<file path="src/rtl/instr_fetch_pkg.sv">
`default_nettype none
// ============================================================================
// Module   : pkg_fetch (package)
// Purpose  : Shared types and constants for the instruction fetch stage.
//            - fetch_state_e : FSM state encoding
//            - FETCH_BYTES   : bytes per instruction word
//            - FETCH_TIMEOUT : wait-cycle limit before a fetch is abandoned
// Revision : 1.0 - initial release
// ============================================================================
package pkg_fetch;

  typedef enum logic [1:0] {
    FETCH_IDLE = 2'd0,
    FETCH_BUSY = 2'd1,
    FETCH_DONE = 2'd2,
    FETCH_ERR  = 2'd3
  } fetch_state_e;

  localparam int FETCH_BYTES   = 4;
  localparam int FETCH_TIMEOUT = 255;
  localparam int FETCH_CNT_W   = $clog2(FETCH_BYTES);
  localparam int FETCH_TMO_W   = 8;

endpackage
`default_nettype wire

</file>
<file path="src/rtl/instr_fetch_if.sv">
`default_nettype none
// ============================================================================
// Module   : instr_fetch_if
// Purpose  : Byte-wide RAM read bus with req/ack handshake.
// Signals  : ram_req  - byte read request (master -> slave)
//            ram_addr - byte address, stable while ram_req is high
//            ram_ack  - read data valid this cycle (slave -> master)
//            ram_data - read byte, taken when ram_req && ram_ack
// Modports : master (fetch stage), slave (RAM)
// Revision : 1.0 - initial release
// ============================================================================
interface instr_fetch_if #(
  parameter int ADDR_W = 16
) ();

  logic              ram_req;
  logic [ADDR_W-1:0] ram_addr;
  logic              ram_ack;
  logic [7:0]        ram_data;

  modport master (
    output ram_req,
    output ram_addr,
    input  ram_ack,
    input  ram_data
  );

  modport slave (
    input  ram_req,
    input  ram_addr,
    output ram_ack,
    output ram_data
  );

endinterface
`default_nettype wire

</file>
<file path="src/rtl/instr_fetch.sv">
`default_nettype none
// ============================================================================
// Module   : instr_fetch
// Purpose  : Fetch stage. On start, computes the next instruction address
//            (reset vector, relative jump or ip+4), reads the 4-byte
//            big-endian word over the byte-wide RAM bus and presents it in
//            ir with a one-cycle ir_valid strobe.
// Ports    : clk, rst        - clock, asynchronous active-high reset
//            start_i         - fetch request, sampled only in IDLE
//            jmp_i           - next address is a relative jump
//            jmp_offset_i    - signed jump distance in instructions
//            ram_bus         - RAM read bus (master modport)
//            ir_o            - instruction register
//            ir_valid_o      - strobe: ir/ip updated this cycle
//            ip_o            - address of the instruction in ir
//            busy_o          - fetch in progress, start ignored
//            fetch_err_o     - sticky fetch timeout
// Config   : FETCH_TIMEOUT_EN - when defined, a wait-cycle counter aborts a
//            fetch into a sticky ERR state; otherwise fetch_err_o is 0 and
//            the block waits for ack indefinitely.
// Revision : 1.0 - initial release
// ============================================================================
module instr_fetch
  import pkg_fetch::*;
#(
  parameter int              ADDR_W   = 16,
  parameter logic [ADDR_W-1:0] RESET_IP = '0
) (
  input  wire logic              clk,
  input  wire logic              rst,
  input  wire logic              start_i,
  input  wire logic              jmp_i,
  input  wire logic [23:0]       jmp_offset_i,
  instr_fetch_if.master          ram_bus,
  output logic [31:0]            ir_o,
  output logic                   ir_valid_o,
  output logic [ADDR_W-1:0]      ip_o,
  output logic                   busy_o,
  output logic                   fetch_err_o
);

  localparam logic [FETCH_CNT_W-1:0] c_last_byte = FETCH_CNT_W'(FETCH_BYTES - 1);
  localparam logic [ADDR_W-1:0]      c_reset_vec = {RESET_IP[ADDR_W-1:2], 2'b00};

  fetch_state_e                  state_q, state_d;
  logic [FETCH_CNT_W-1:0]        cnt_q, cnt_d;
  logic [ADDR_W-1:0]             target_q, target_d;
  logic [8*(FETCH_BYTES-1)-1:0]  buf_q, buf_d;
  logic [31:0]                   ir_q, ir_d;
  logic [ADDR_W-1:0]             ip_q, ip_d;
  logic                          first_q, first_d;
`ifdef FETCH_TIMEOUT_EN
  logic [FETCH_TMO_W-1:0]        tmo_q, tmo_d;
`endif

  // Address candidates. The jump offset counts instructions, so it is
  // scaled by 4 and sign-extended (or truncated) to the address width.
  logic [ADDR_W-1:0] w_jmp_off;
  logic [ADDR_W-1:0] w_seq_addr;
  logic [ADDR_W-1:0] w_jmp_addr;

  assign w_jmp_off  = ADDR_W'($signed({jmp_offset_i, 2'b00}));
  assign w_seq_addr = ip_q + ADDR_W'(4);
  assign w_jmp_addr = ip_q + w_jmp_off;

  // ---------------------------------------------------------------------
  // State register
  // ---------------------------------------------------------------------
  always_ff @(posedge clk or posedge rst) begin
    if (rst) begin
      state_q  <= FETCH_IDLE;
      cnt_q    <= '0;
      target_q <= '0;
      buf_q    <= '0;
      ir_q     <= '0;
      ip_q     <= '0;
      first_q  <= 1'b1;
`ifdef FETCH_TIMEOUT_EN
      tmo_q    <= '0;
`endif
    end else begin
      state_q  <= state_d;
      cnt_q    <= cnt_d;
      target_q <= target_d;
      buf_q    <= buf_d;
      ir_q     <= ir_d;
      ip_q     <= ip_d;
      first_q  <= first_d;
`ifdef FETCH_TIMEOUT_EN
      tmo_q    <= tmo_d;
`endif
    end
  end

  // ---------------------------------------------------------------------
  // Next-state logic
  // ---------------------------------------------------------------------
  always_comb begin
    state_d  = state_q;
    cnt_d    = cnt_q;
    target_d = target_q;
    buf_d    = buf_q;
    ir_d     = ir_q;
    ip_d     = ip_q;
    first_d  = first_q;
`ifdef FETCH_TIMEOUT_EN
    tmo_d    = tmo_q;
`endif

    case (state_q)
      FETCH_IDLE: begin
        if (start_i) begin
          state_d = FETCH_BUSY;
          cnt_d   = '0;
          first_d = 1'b0;
          if (first_q) begin
            target_d = c_reset_vec;
          end else if (jmp_i) begin
            target_d = w_jmp_addr;
          end else begin
            target_d = w_seq_addr;
          end
`ifdef FETCH_TIMEOUT_EN
          tmo_d = '0;
`endif
        end
      end

      FETCH_BUSY: begin
        if (ram_bus.ram_ack) begin
          // Bytes shift in from the right so byte 0 ends up in ir[31:24].
          buf_d = {buf_q[8*(FETCH_BYTES-2)-1:0], ram_bus.ram_data};
          cnt_d = cnt_q + FETCH_CNT_W'(1);
          // ir/ip load on the edge entering DONE so they are already valid
          // while ir_valid is high; partial words never reach ir.
          if (cnt_q == c_last_byte) begin
            ir_d    = {buf_q, ram_bus.ram_data};
            ip_d    = target_q;
            state_d = FETCH_DONE;
          end
`ifdef FETCH_TIMEOUT_EN
          tmo_d = '0;
`endif
        end else begin
`ifdef FETCH_TIMEOUT_EN
          tmo_d = tmo_q + FETCH_TMO_W'(1);
          if (tmo_d == FETCH_TMO_W'(FETCH_TIMEOUT)) begin
            state_d = FETCH_ERR;
          end
`endif
        end
      end

      FETCH_DONE: begin
        state_d = FETCH_IDLE;
      end

      FETCH_ERR: begin
`ifdef FETCH_TIMEOUT_EN
        // Sticky: only reset leaves ERR.
        state_d = FETCH_ERR;
`else
        state_d = FETCH_IDLE;
`endif
      end

      default: begin
        state_d = FETCH_IDLE;
      end
    endcase
  end

  // ---------------------------------------------------------------------
  // Outputs. ram_req decodes the state register directly so that an
  // asynchronous reset drops it immediately.
  // ---------------------------------------------------------------------
  assign ram_bus.ram_req  = (state_q == FETCH_BUSY);
  assign ram_bus.ram_addr = target_q + ADDR_W'(cnt_q);

  assign ir_o       = ir_q;
  assign ip_o       = ip_q;
  assign ir_valid_o = (state_q == FETCH_DONE);
  assign busy_o     = (state_q != FETCH_IDLE);

`ifdef FETCH_TIMEOUT_EN
  assign fetch_err_o = (state_q == FETCH_ERR);
`else
  assign fetch_err_o = 1'b0;
`endif

endmodule
`default_nettype wire

</file>
<file path="src/flat_wrapper.sv">
// flat-port wrapper written by rule: the top's interface ports become plain ports
module instr_fetch_flat import pkg_fetch::*;
#(
  parameter int              ADDR_W   = 16,
  parameter logic [ADDR_W-1:0] RESET_IP = '0
)
  (clk, rst, start_i, jmp_i, jmp_offset_i, ir_o, ir_valid_o, ip_o, busy_o, fetch_err_o, ram_bus_ram_req, ram_bus_ram_addr, ram_bus_ram_ack, ram_bus_ram_data);
  instr_fetch_if #(.ADDR_W(ADDR_W)) ram_bus_i ();
  input  wire logic clk;
  input  wire logic rst;
  input  wire logic start_i;
  input  wire logic jmp_i;
  input  wire logic [23:0] jmp_offset_i;
  output logic [31:0] ir_o;
  output logic ir_valid_o;
  output logic [ADDR_W-1:0] ip_o;
  output logic busy_o;
  output logic fetch_err_o;
  output wire logic [$bits(ram_bus_i.ram_req)-1:0] ram_bus_ram_req;
  output wire logic [$bits(ram_bus_i.ram_addr)-1:0] ram_bus_ram_addr;
  input wire logic [$bits(ram_bus_i.ram_ack)-1:0] ram_bus_ram_ack;
  input wire logic [$bits(ram_bus_i.ram_data)-1:0] ram_bus_ram_data;
  assign ram_bus_ram_req = ram_bus_i.ram_req;
  assign ram_bus_ram_addr = ram_bus_i.ram_addr;
  assign ram_bus_i.ram_ack = ram_bus_ram_ack;
  assign ram_bus_i.ram_data = ram_bus_ram_data;
  instr_fetch #(.ADDR_W(ADDR_W), .RESET_IP(RESET_IP)) u_core (.clk(clk), .rst(rst), .start_i(start_i), .jmp_i(jmp_i), .jmp_offset_i(jmp_offset_i), .ram_bus(ram_bus_i), .ir_o(ir_o), .ir_valid_o(ir_valid_o), .ip_o(ip_o), .busy_o(busy_o), .fetch_err_o(fetch_err_o));
endmodule
</file>
<file path="config.mk">
export PLATFORM = sky130hd
export DESIGN_NAME = instr_fetch_flat
export DESIGN_NICKNAME = d
export VERILOG_FILES = /design/src/rtl/instr_fetch_pkg.sv /design/src/rtl/instr_fetch_if.sv /design/src/rtl/instr_fetch.sv /design/src/flat_wrapper.sv
export SDC_FILE = /design/constraint.sdc
export NUM_CORES = 1
export LEC_CHECK = 0
export CAP_MARGIN = 20
export CORE_ASPECT_RATIO = 1.5
export CORE_MARGIN = 2
export CORE_UTILIZATION = 46
export CTS_CLUSTER_DIAMETER = 200
export DETAILED_ROUTE_END_ITERATION = 12
export HOLD_SLACK_MARGIN = 0.02
export MAX_ROUTING_LAYER = met4
export PLACE_DENSITY = 0.74
export RECOVER_POWER = 50
export SYNTH_ARGS = -nofsm -noshare
export SYNTH_HDL_FRONTEND = slang
export SYNTH_SLANG_ARGS = --single-unit
</file>
<file path="constraint.sdc">
create_clock -name clk -period 4.37 [get_ports clk]
set_input_delay 0.6555 -clock clk [delete_from_list [all_inputs] [get_ports clk]]
set_output_delay 0.6555 -clock clk [all_outputs]
set_load 0.01 [all_outputs]
</file>
# --- Word-level counts from Yosys, hierarchy flattened ---
# Cells that the tools add are included.
totals:
  regBits: 93
  input_bits: 37
  output_inout_bits: 68
  word_cells: 36
op_classes:
  addsub: 4
  eq_ne: 7
  n_mux: 9
  n_reduce_logical: 9
ops:
  columns: ["op", "n"]
  rows:
  - ["2-to-1 mux 16 bit", 2]
  - ["adder 16 bit", 1]
  - ["adder 16 x 2 -> 16 bit", 1]
  - ["adder 16 x 3 -> 16 bit (second input constant)", 1]
  - ["2-to-1 mux 2 bit", 5]
  - ["AND reduction 3 bit", 3]
  - ["equality test 2 bit (second input constant)", 3]
  - ["case mux 2 bit (3 select lines)", 1]
  - ["inequality test 2 x 1 -> 1 bit (second input constant)", 2]
  - ["case mux 2 bit (2 select lines)", 1]
  - ["AND reduction 2 bit", 2]
  - ["nonzero test 2 bit", 2]
  - ["adder 2 x 1 -> 2 bit (second input constant)", 1]
  - ["equality test 2 x 1 -> 1 bit (second input constant)", 1]
  - ["logical NOT 2 bit", 1]
  - ["inequality test 2 bit (second input constant)", 1]
  - ["OR reduction 2 bit", 1]

# --- Longest topological paths before layout ---
depth:
  ltp_word: 4
  mapped_depth: 9
  depth_no_buf: 9

# --- Least setup slack after synthesis ---
# Ideal clock, no wire load.
synth_timing:
  path_type: "reg2out"
  start: "register u_core.cnt_q[0]"
  end: "output port ram_bus_ram_addr[8]"
  arrival_ps: 1793
  required_time_ps: 3714
  setup_slack_ps: 1922
  stages_incl_launch_ff: 9
  n_path_buf: 1
  cell_sequence: "dfrtp_1 > ha_1 > inv_1 > fa_1 > nor2_1 > and3_1 > clkbuf_1 > nand3_1 > xnor2_1"
synth_between:
  elab_chain_cells: 1
synth_lines:
  columns: ["element", "line_no", "text"]
  rows:
  - ["start, declared", "instr_fetch.sv:46", "logic [FETCH_CNT_W-1:0] cnt_q, cnt_d;"]
  - ["start signal, assigned", "instr_fetch.sv:83", "cnt_q <= cnt_d;"]
  - ["adder 16 x 2 -> 16 bit", "instr_fetch.sv:178", "assign ram_bus.ram_addr = target_q + ADDR_W'(cnt_q);"]
  - ["end, declared", "flat_wrapper.sv:20", "output wire logic [$bits(ram_bus_i.ram_addr)-1:0] ram_bus_ram_addr;"]
# No other way between the ends.

# --- Final worst setup path ---
layout_timing:
  start: "register u_core.target_q[0]"
  end: "output port ram_bus_ram_addr[14]"
layout_between:
  elab_chain_cells: 1
layout_lines:
  columns: ["element", "line_no", "text"]
  rows:
  - ["start, declared", "instr_fetch.sv:47", "logic [ADDR_W-1:0] target_q, target_d;"]
  - ["start signal, assigned", "instr_fetch.sv:84", "target_q <= target_d;"]
  - ["adder 16 x 2 -> 16 bit", "instr_fetch.sv:178", null]
# No other way between the ends.

==> run metrics <==
status=finished, violations left; failing checks=capacitance limit, slew limit; Worst Skew=6.25 ps; P&R area growth vs syn=29.3%; initial antenna violation count=1; final worst path period share=just under 80%; clock-pin slew on the worst setup and hold paths=70 ps; Mapped Area=0.00454 mm2; DP HPWL=just over 7 mm; number of synthesized register bits=93; H-tree Lvls=3; Die X=85.1 um; drc violations=0; # hold bufs at CTS=0; CTS buffer count=9; dpl cell area=0.00557 mm2; Rel. slew slack=-56.2%; async set or reset register ratio after synthesis=100%; antenna viol nets, final=0; RSZ-0062 raised after global routing=no; most frequent cells in the layout=dfrtp_1 (92), mux2_2 (68), clkdlybuf4s50_1 (47); sw power=1.31 mW; Buf/Inv on CP=2; I/O pin count=105; pin count of the biggest net entering global routing=53; Synth Warn #=0; mean post-synth cell area=11.8 um2; first-pass GRT wire length=16.5 mm; via count=3257; final wirelength=9.81 mm; Reg power frac=38.8%; drt via density=5.46; reg-to-reg slack, setup=1870 ps; Max Cap Viol=1; most common cell after layout, fill and taps aside=dfrtp_1; initial drt markers=around 120; sequential area share after synthesis=51.3%; Clock Path Buffers=2; DIE HEIGHT=126 um; GRT Util Overall=20.1%; TritonCTS clock tree=yes; clock network power share=20.4%; fin crit period=3460 ps; Final setup violation count=0; Worst Tran Pin Value=2330 ps; CP max FO=5; CP required=3710 ps; Max Slew Vio Count=53; Final Hold Fails=0; layout cells sized above 1=18.9%; Worst path slowest cell=clkdlybuf4s50_1; P_int=2.61 mW; syn nets=439; post-CTS sizing=0; DR pass1 iterations=4; Critical Path Start=u_core.target_q[0]; cells along the critical path=ha_1 > inv_1 > fa_1 > nor2_1 > and3_1 > nand3_1 > xnor2_1 > clkdlybuf4s50_1; PwrDens=between 600 and 700 mW/mm2; Clock Latency Late Sink=between 300 and 400 ps; CTS root buf=clkbuf_16; peak supply drop=between 0.4 and 0.5 mV; post-route cell area=about 0.006 mm2; Rows=44; sw frac=33.4%; worst min path class=reg2reg; postcts setup bufs=0; Lkg Pwr=2.68 nW; Pwr Total=3.91 mW; clk sinks=93; Buffers on Ports=93; gpl congestion=about 0.98; fmax=0.289 GHz; Filler Cell Count=752; top_reg_cell synth=dfrtp_1; final setup TNS=0 ps; Nets=531; Top delay family on crit path=simple AND/OR/NAND/NOR gates; EDFF count, synth=0; Synth Instances=384; CP Data Arrival Time=2800 ps; crit path launch type=flip-flop; gr ovfl total=0; Logic pwr share=40.8%; CORE AREA=0.00963 mm2; Yosys cell types=49; reg2reg start=u_core.state_q[1]; Routed WL per cell=roughly 16 um; worst stage delay on the critical path=560 ps; Crit Path Category=reg2out; Critical Path Sink Type=primary output; hold_sp=u_core.buf_q[20]; vias in the first global route=3345; full die area=0.0107 mm2; initial core utilization=a little under half
-- area by class of cell --
type	count	area, um2	area share (%)
sequential	93	2330	39.7
tap	115	144	2.45
timing repair buffer	96	950	16.2
clock buffer	9	225	3.84
inverter	15	57.6	0.981
antenna	1	2.50	0.0426
multi-input combinational	261	2080	35.4
clock inverter	7	81.3	1.39
-- per-layer routing --
metal	track usage, %	vias to the layer above	part of all wire, %
met4	6.72	0	1.3
met5	-	-	0
met2	33.7	104	52
li1	-	1538	-
met1	23.0	1605	40
met3	5.50	10	6.4
-- power groups by stage --
| stage | logic [mW] | registers, mW | clock network (mW) |
|---|---|---|---|
| 6_report | 1.60 | 1.52 | 0.796 |
| 5_1_grt | 1.76 | 1.58 | 0.849 |
| 4_1_cts | 1.69 | 1.53 | 0.814 |
| 3_5_place_dp | 1.68 | 1.54 | 0 |
| 3_3_place_gp | 1.65 | 1.52 | 0 |
| 2_1_floorplan | 0.852 | 1.57 | 0 |
-- metrics by stage --
stage	utilization [%]	setup slack [ps]	std cells	hold slack (ps)
floorplan	-	1300	384	471
global placement	57.8	1050	580	481
detailed placement	57.8	1050	580	482
CTS	61.0	902	596	505
global route	60.9	741	597	520
finish	60.9	913	597	499
-- cell usage after synthesis, drive strengths merged (2+ instances only) --
master   n  area (um2)
clkbuf   4        15.0
a22oi    2        15.0
xor2     8        70.1
a21o     4        30.0
dfrtp   92        2300
mux2    71         800
o21a     2        15.0
inv     15        56.3
a21oi   12        71.3
and3     7        43.8
nor3     4        20.0
nand3   12        60.1
and2    13        81.3
o211ai   2        15.0
o21ai   18        90.1
o31ai    4        30.0
xnor2   13         114
nand2   34         130
nor2b    3        18.8
ha      16         200
nand2b   7        43.8
a211oi   3        27.5
fa       2        40.0
nor2     7        26.3
buf     11        56.3
-- cell families after synthesis --
family / share of synthesized area [%]
AND/OR/NAND/NOR: 10.5
flip-flops: 51.3
multiplexers: 17.8
AO/OA/AOI/OAI: 8.16
buffers and inverters: 2.81
XOR/XNOR: 4.05
adder cells (fa/ha/maj): 5.29
other: 0.0826
-- final timing paths --
| path | to | depth (start not counted) |
|---|---|---|
| worst min register to register | u_core.ir_o[28] | 1 |
| min in group asynchronous | u_core.ip_o[5] | 2 |
| worst max register to register | u_core.ir_o[12] | 4 |
| worst max-delay path | ram_bus_ram_addr[14] | 8 |
| worst min-delay path | u_core.ir_o[28] | 1 |
| max in group asynchronous | u_core.ir_o[15] | 3 |
-- registers in the layout, summed over array words and instances, names as in the netlist --
name	flops
u_core.buf_q	24
u_core.cnt_q	2
u_core.first_q	1
u_core.ip_o	16
u_core.ir_o	32
u_core.state_q	2
u_core.target_q	16
Power figures use the tool's default switching activity.
